**config.mk**
```make
export PLATFORM = sky130hd
export DESIGN_NAME = ifetch_ctrl
export DESIGN_NICKNAME = d
export VERILOG_FILES = /design/src/rtl/ifetch_ctrl.sv
export SDC_FILE = /design/constraint.sdc
export NUM_CORES = 1
export LEC_CHECK = 0
export BUFFER_PORTS_ARGS = -buffer_cell sky130_fd_sc_hd__buf_2
export CAP_MARGIN = 20
export CELL_PAD_IN_SITES_DETAIL_PLACEMENT = 2
export CELL_PAD_IN_SITES_GLOBAL_PLACEMENT = 2
export CORE_MARGIN = 3
export CORE_UTILIZATION = 30
export DETAILED_ROUTE_END_ITERATION = 16
export GPL_TIMING_DRIVEN = 0
export PLACE_DENSITY = 0.82
export SYNTH_ARGS = -nofsm -noshare
export SYNTH_HDL_FRONTEND = slang
export SYNTH_SLANG_ARGS = --single-unit
```
**constraint.sdc**
```tcl
create_clock -name clk -period 2.05 [get_ports clk]
set_input_delay 0.41 -clock clk [delete_from_list [all_inputs] [get_ports clk]]
set_output_delay 0.41 -clock clk [all_outputs]
set_load 0.005 [all_outputs]
```
**src/rtl/ifetch_ctrl.sv**
```systemverilog
// Instruction fetch controller: issues one instruction-bus read per fetch,
// holds the request until the bus acknowledges, and discards data for
// fetches that were flushed while outstanding.
//
// Optional feature (macro IFETCH_TIMEOUT_EN): a watchdog aborts a fetch that
// has waited TIMEOUT_CYCLES cycles without an ack and pulses fetch_err_o.
// Without the macro fetch_err_o is tied low and the controller waits forever.
//
// state | meaning
// ------+-------------------------------------------------------------
// IDLE  | no fetch outstanding; launches a request when enabled
// WAIT  | request outstanding; ack data is captured into inst_o
// KILL  | request outstanding but flushed; ack data is dropped
module ifetch_ctrl #(
    parameter int unsigned TIMEOUT_CYCLES = 255
) (
    input  logic        clk,
    input  logic        rst,
    input  logic [31:0] pc_i,
    input  logic        ce_i,
    input  logic        flush_i,
    input  logic        stall_i,
    output logic        bus_req_o,
    output logic [31:0] bus_addr_o,
    input  logic        bus_ack_i,
    input  logic [31:0] bus_rdata_i,
    output logic [31:0] inst_o,
    output logic        inst_valid_o,
    output logic        stallreq_o,
    output logic        fetch_err_o
);

    typedef enum logic [1:0] {
        IDLE = 2'd0,
        WAIT = 2'd1,
        KILL = 2'd2
    } state_t;

    state_t state;
    logic   armed;
    logic   launch;
    logic   timeout;

    // armed keeps the first edge after reset release from launching a fetch,
    // even if ce_i is already high when rst rises.
    assign launch = armed && ce_i && !flush_i && !stall_i;

    // Stall the pipeline while a fetch is outstanding, except on the ack cycle
    // of a live fetch; a killed fetch stalls right through its ack.
    assign stallreq_o = ((state == WAIT) && !bus_ack_i) || (state == KILL);

`ifdef IFETCH_TIMEOUT_EN
    localparam logic [7:0] WD_LAST = 8'(TIMEOUT_CYCLES - 1);

    logic [7:0] wd_cnt;

    // Timeout fires on the last waiting cycle so the request is dropped after
    // exactly TIMEOUT_CYCLES cycles on the bus.
    assign timeout = (state != IDLE) && !bus_ack_i && (wd_cnt == WD_LAST);

    // Watchdog: cleared when a fetch launches, counts unacked waiting cycles.
    always_ff @(posedge clk or negedge rst) begin
        if (!rst) begin
            wd_cnt <= 8'd0;
        end else if ((state == IDLE) && launch) begin
            wd_cnt <= 8'd0;
        end else if ((state != IDLE) && !bus_ack_i) begin
            wd_cnt <= wd_cnt + 8'd1;
        end
    end

    // Error strobe: one cycle, because a timeout always returns to IDLE.
    always_ff @(posedge clk or negedge rst) begin
        if (!rst) begin
            fetch_err_o <= 1'b0;
        end else begin
            fetch_err_o <= timeout;
        end
    end
`else
    logic [7:0] unused_timeout_cycles;

    assign unused_timeout_cycles = 8'(TIMEOUT_CYCLES);
    assign timeout               = 1'b0;
    assign fetch_err_o           = 1'b0;
`endif

    // Fetch FSM with registered bus and instruction outputs.
    always_ff @(posedge clk or negedge rst) begin
        if (!rst) begin
            state        <= IDLE;
            armed        <= 1'b0;
            bus_req_o    <= 1'b0;
            bus_addr_o   <= 32'd0;
            inst_o       <= 32'd0;
            inst_valid_o <= 1'b0;
        end else begin
            armed <= 1'b1;
            case (state)
                IDLE: begin
                    if (flush_i) begin
                        inst_valid_o <= 1'b0;
                    end else if (launch) begin
                        bus_req_o    <= 1'b1;
                        bus_addr_o   <= pc_i;
                        inst_valid_o <= 1'b0;
                        state        <= WAIT;
                    end
                end
                WAIT: begin
                    if (bus_ack_i) begin
                        bus_req_o <= 1'b0;
                        state     <= IDLE;
                        if (flush_i) begin
                            inst_valid_o <= 1'b0;
                        end else begin
                            inst_o       <= bus_rdata_i;
                            inst_valid_o <= 1'b1;
                        end
                    end else if (timeout) begin
                        bus_req_o    <= 1'b0;
                        inst_valid_o <= 1'b0;
                        state        <= IDLE;
                    end else if (flush_i) begin
                        inst_valid_o <= 1'b0;
                        state        <= KILL;
                    end
                end
                KILL: begin
                    if (bus_ack_i || timeout) begin
                        bus_req_o    <= 1'b0;
                        inst_valid_o <= 1'b0;
                        state        <= IDLE;
                    end
                end
                default: begin
                    bus_req_o <= 1'b0;
                    state     <= IDLE;
                end
            endcase
        end
    end

endmodule

```
==> qor.yml <==
status:
  outcome: "finished, final reports clean"
sta:
  min_period_over_period: 0.903
  setup-violations-final: 0
  fin_tns_setup_ns: 0
  rsz0062_at_grt: "no"
  hold_viol: 0
  fin_crit_ns: 1.85
  hold_ws_ns: 0.185
  relSlewSlack: 0.416
  finalMaxSlewViolations: 0
  finClkSkew_ns: 0.0120
  worstMarginPinSlew_ns: 0.876
  setup_slack_ns: 0.198
  max_freq_mhz: 540
run:
  max-cap-violations: 0
die:
  num_rows: 34
  ios: 138
  die_w_um: 104
  core-area_sq_um: 8980
  die-height_um: 104
  start_util: 0.318
  dieArea_sq_um: 10700
setup_path:
  path_class: "flip-flop to flip-flop"
  r2r-end: "bus_addr_o[10]"
  crit_buf_inv: 3
  cp_max_fo: 10
  cp.required_ns: 2.26
  critPathMaxStageDelay_ns: 0.43
  cp_cell_sequence: "inv_1 -> ha_1 -> inv_1 -> nor3_4 -> buf_6 -> mux2_2"
  rrSetupSlack_ns: 0.20
  rr_worst_depth: 6
  cp.arrival_ns: 2.06
  worst_path_max_delay_cell: "dfrtp_1"
  worstSetupStartpointType: "flip-flop"
  cp-end-kind: "flip-flop"
  r2r-start: "state[0]"
  critical_path.top_delay_family: "flip-flops"
  path_common_cell: "inv_1"
power_and_ir_drop:
  clkPwrFrac: 0.259
  pwr-share-comb: 0.341
  switching_power_mw: 1.63
  finalPower_mw: 5.91
  pwr-share-seq: 0.399
  max-vdd-ir-drop_v: 0.000456
  power.leakage_nw: 2.12
  p_int_mw: 4.28
  powerDensity_nw_per_um2: 1490
  p_sw_frac: 0.275
grt:
  grt_max_degree: 70
  grt_pass1_wl_um: 11300
  gr-total-overflow: 0
  antenna_found_initial: 0
  grt_pass1_vias: 2117
  grt_use_total: 0.130
detailed_routing:
  routedWlPerCell_um: 15.5
  dr_total_vias: 1925
  dr.first_iter.drc_count: 49
  drtPass1Iterations: 4
  wirelength_um: 6910
  drc: 0
  via_per_inst: 4.31
  ant_nets: 0
clock_tree:
  clock-root-buffer: "clkbuf_8"
  postCtsSetupBuffers: 0
  h-tree-depth: 3
  cts_tree: "built"
  cts.repair.resized: 0
  clockBufferDepth: 2
  hold_buffers: 0
  clkSinkCount: 69
  cts_buffers: 9
  clk_latency_ns: 0.33
  clkSlewWorstSetupHoldPaths_ns: 0.08
yosys:
  ys_seq_elements: 69
  synth.most_common_cell: "dfrtp_1"
  synth_area_leader_cell: "dfrtp_1"
  synthesis.instances: 169
  synthArstFlopShare: 1.00
  synth_cell_types: 23
  synth_nets: 243
  syn_area_sq_um: 2850
  synth_edf_count: 0
  synth_common_cells: "dfrtp_1 (69), mux2_2 (32), mux2_4 (30)"
  synthTopCellsByArea: "dfrtp_1 (60%), mux2_4 (16%), mux2_2 (13%), buf_6 (2.4%), ha_1 (1.8%)"
  synth-seq-area-share: 0.605
  yosys.area.top_type_share: 0.605
  ys_warn_count: 0
  synthFlopType: "dfrtp_1"
  syn_avg_cell_area_sq_um: 16.9
placed_design:
  dp_hpwl_um: 5200
  place_area_sq_um: 3690
  place_inst: 431
  numPortBuffers: 136
  place_ws_ns: 0.206
  gp_congestion: 0.726
cells_and_area:
  drive_above_1_share: 0.707
  final_util: 0.443
  num_antenna_cells: 0
  final_cells: 447
  fin_nets: 390
  final_area_sq_um: 3980
  area_delta_synth_final_pct: 39.3
worst_hold_path:
  hp-class: "primary input to async pin"
[sequential cells by signal, indices dropped and copies added, names as in the netlist]
register      count
bus_addr_o       32
inst_o           32
state             2
armed             1
bus_req_o         1
inst_valid_o      1
[cell families after synthesis]
kind of cell	count (synthesis)	synth area share
AO/OA/AOI/OAI	12	0.0276
multiplexers	64	0.292
other	2	0.00263
buffers and inverters	12	0.0329
adder cells (fa/ha/maj)	4	0.0175
AND/OR/NAND/NOR	6	0.0224
flip-flops	69	0.605
[power groups by stage]
stage | sequential (mW) | clock (mW) | combinational [mW]
2_1_floorplan | 2.43 | 0 | 1.03
3_3_place_gp | 2.37 | 0 | 1.98
3_5_place_dp | 2.38 | 0 | 2.07
4_1_cts | 2.38 | 1.59 | 2.07
5_1_grt | 2.46 | 1.64 | 2.20
6_report | 2.36 | 1.53 | 2.02
[cell type report]
cell class	instances	area [sq um]
fill	917	5000
sequential	69	1730
multi-input combinational	88	1030
timing repair buffer	136	683
tap	126	158
clock buffer	11	151
clock inverter	5	129
buffer	7	75.1
inverter	5	18.8
[worst max path at each step]
stage	startpoint	to	slack (ns)	cells past startpoint
after CTS	state[0]	bus_addr_o[10]	0.17	6
final	state[0]	bus_addr_o[10]	0.20	6
after global placement	rst	inst_o[19]	0.23	1
after floorplan	state[0]	bus_addr_o[1]	0.43	6
after detailed placement	state[0]	bus_addr_o[7]	0.21	6
after global routing	state[0]	bus_addr_o[6]	0.08	6
[cells in the final DEF, fill, tap and decap left out]
master / Yosys / routed
nor2b_4: 1 / 1
mux2_2: 32 / 32
ha_1: 4 / 4
a31o_2: 1 / 1
a21o_1: 1 / 1
nor3_4: 1 / 1
a21boi_0: 1 / 1
nand3b_4: 1 / 1
mux2_1: 2 / 2
o21ai_2: 1 / 1
dfrtp_1: 69 / 69
conb_1: 2 / 2
nor2_1: 1 / 1
mux2_4: 30 / 30
buf_6: 6 / 6
a21oi_1: 5 / 5
nand2_2: 1 / 1
a41o_1: 1 / 1
a31oi_1: 1 / 1
buf_2: 0 / 135
o21ai_0: 1 / 1
inv_6: 0 / 1
inv_1: 5 / 5
clkbuf_8: 0 / 11
buf_4: 1 / 2
bufinv_16: 0 / 4
nand2_1: 1 / 1
[layer usage]
metal	share of wire	GRT usage
met1	0.42	0.156
met2	0.49	0.213
met3	0.083	0.0491
met4	0.0077	0.0513
met5	0	0
No activity file was read; power rests on OpenSTA's default activity.
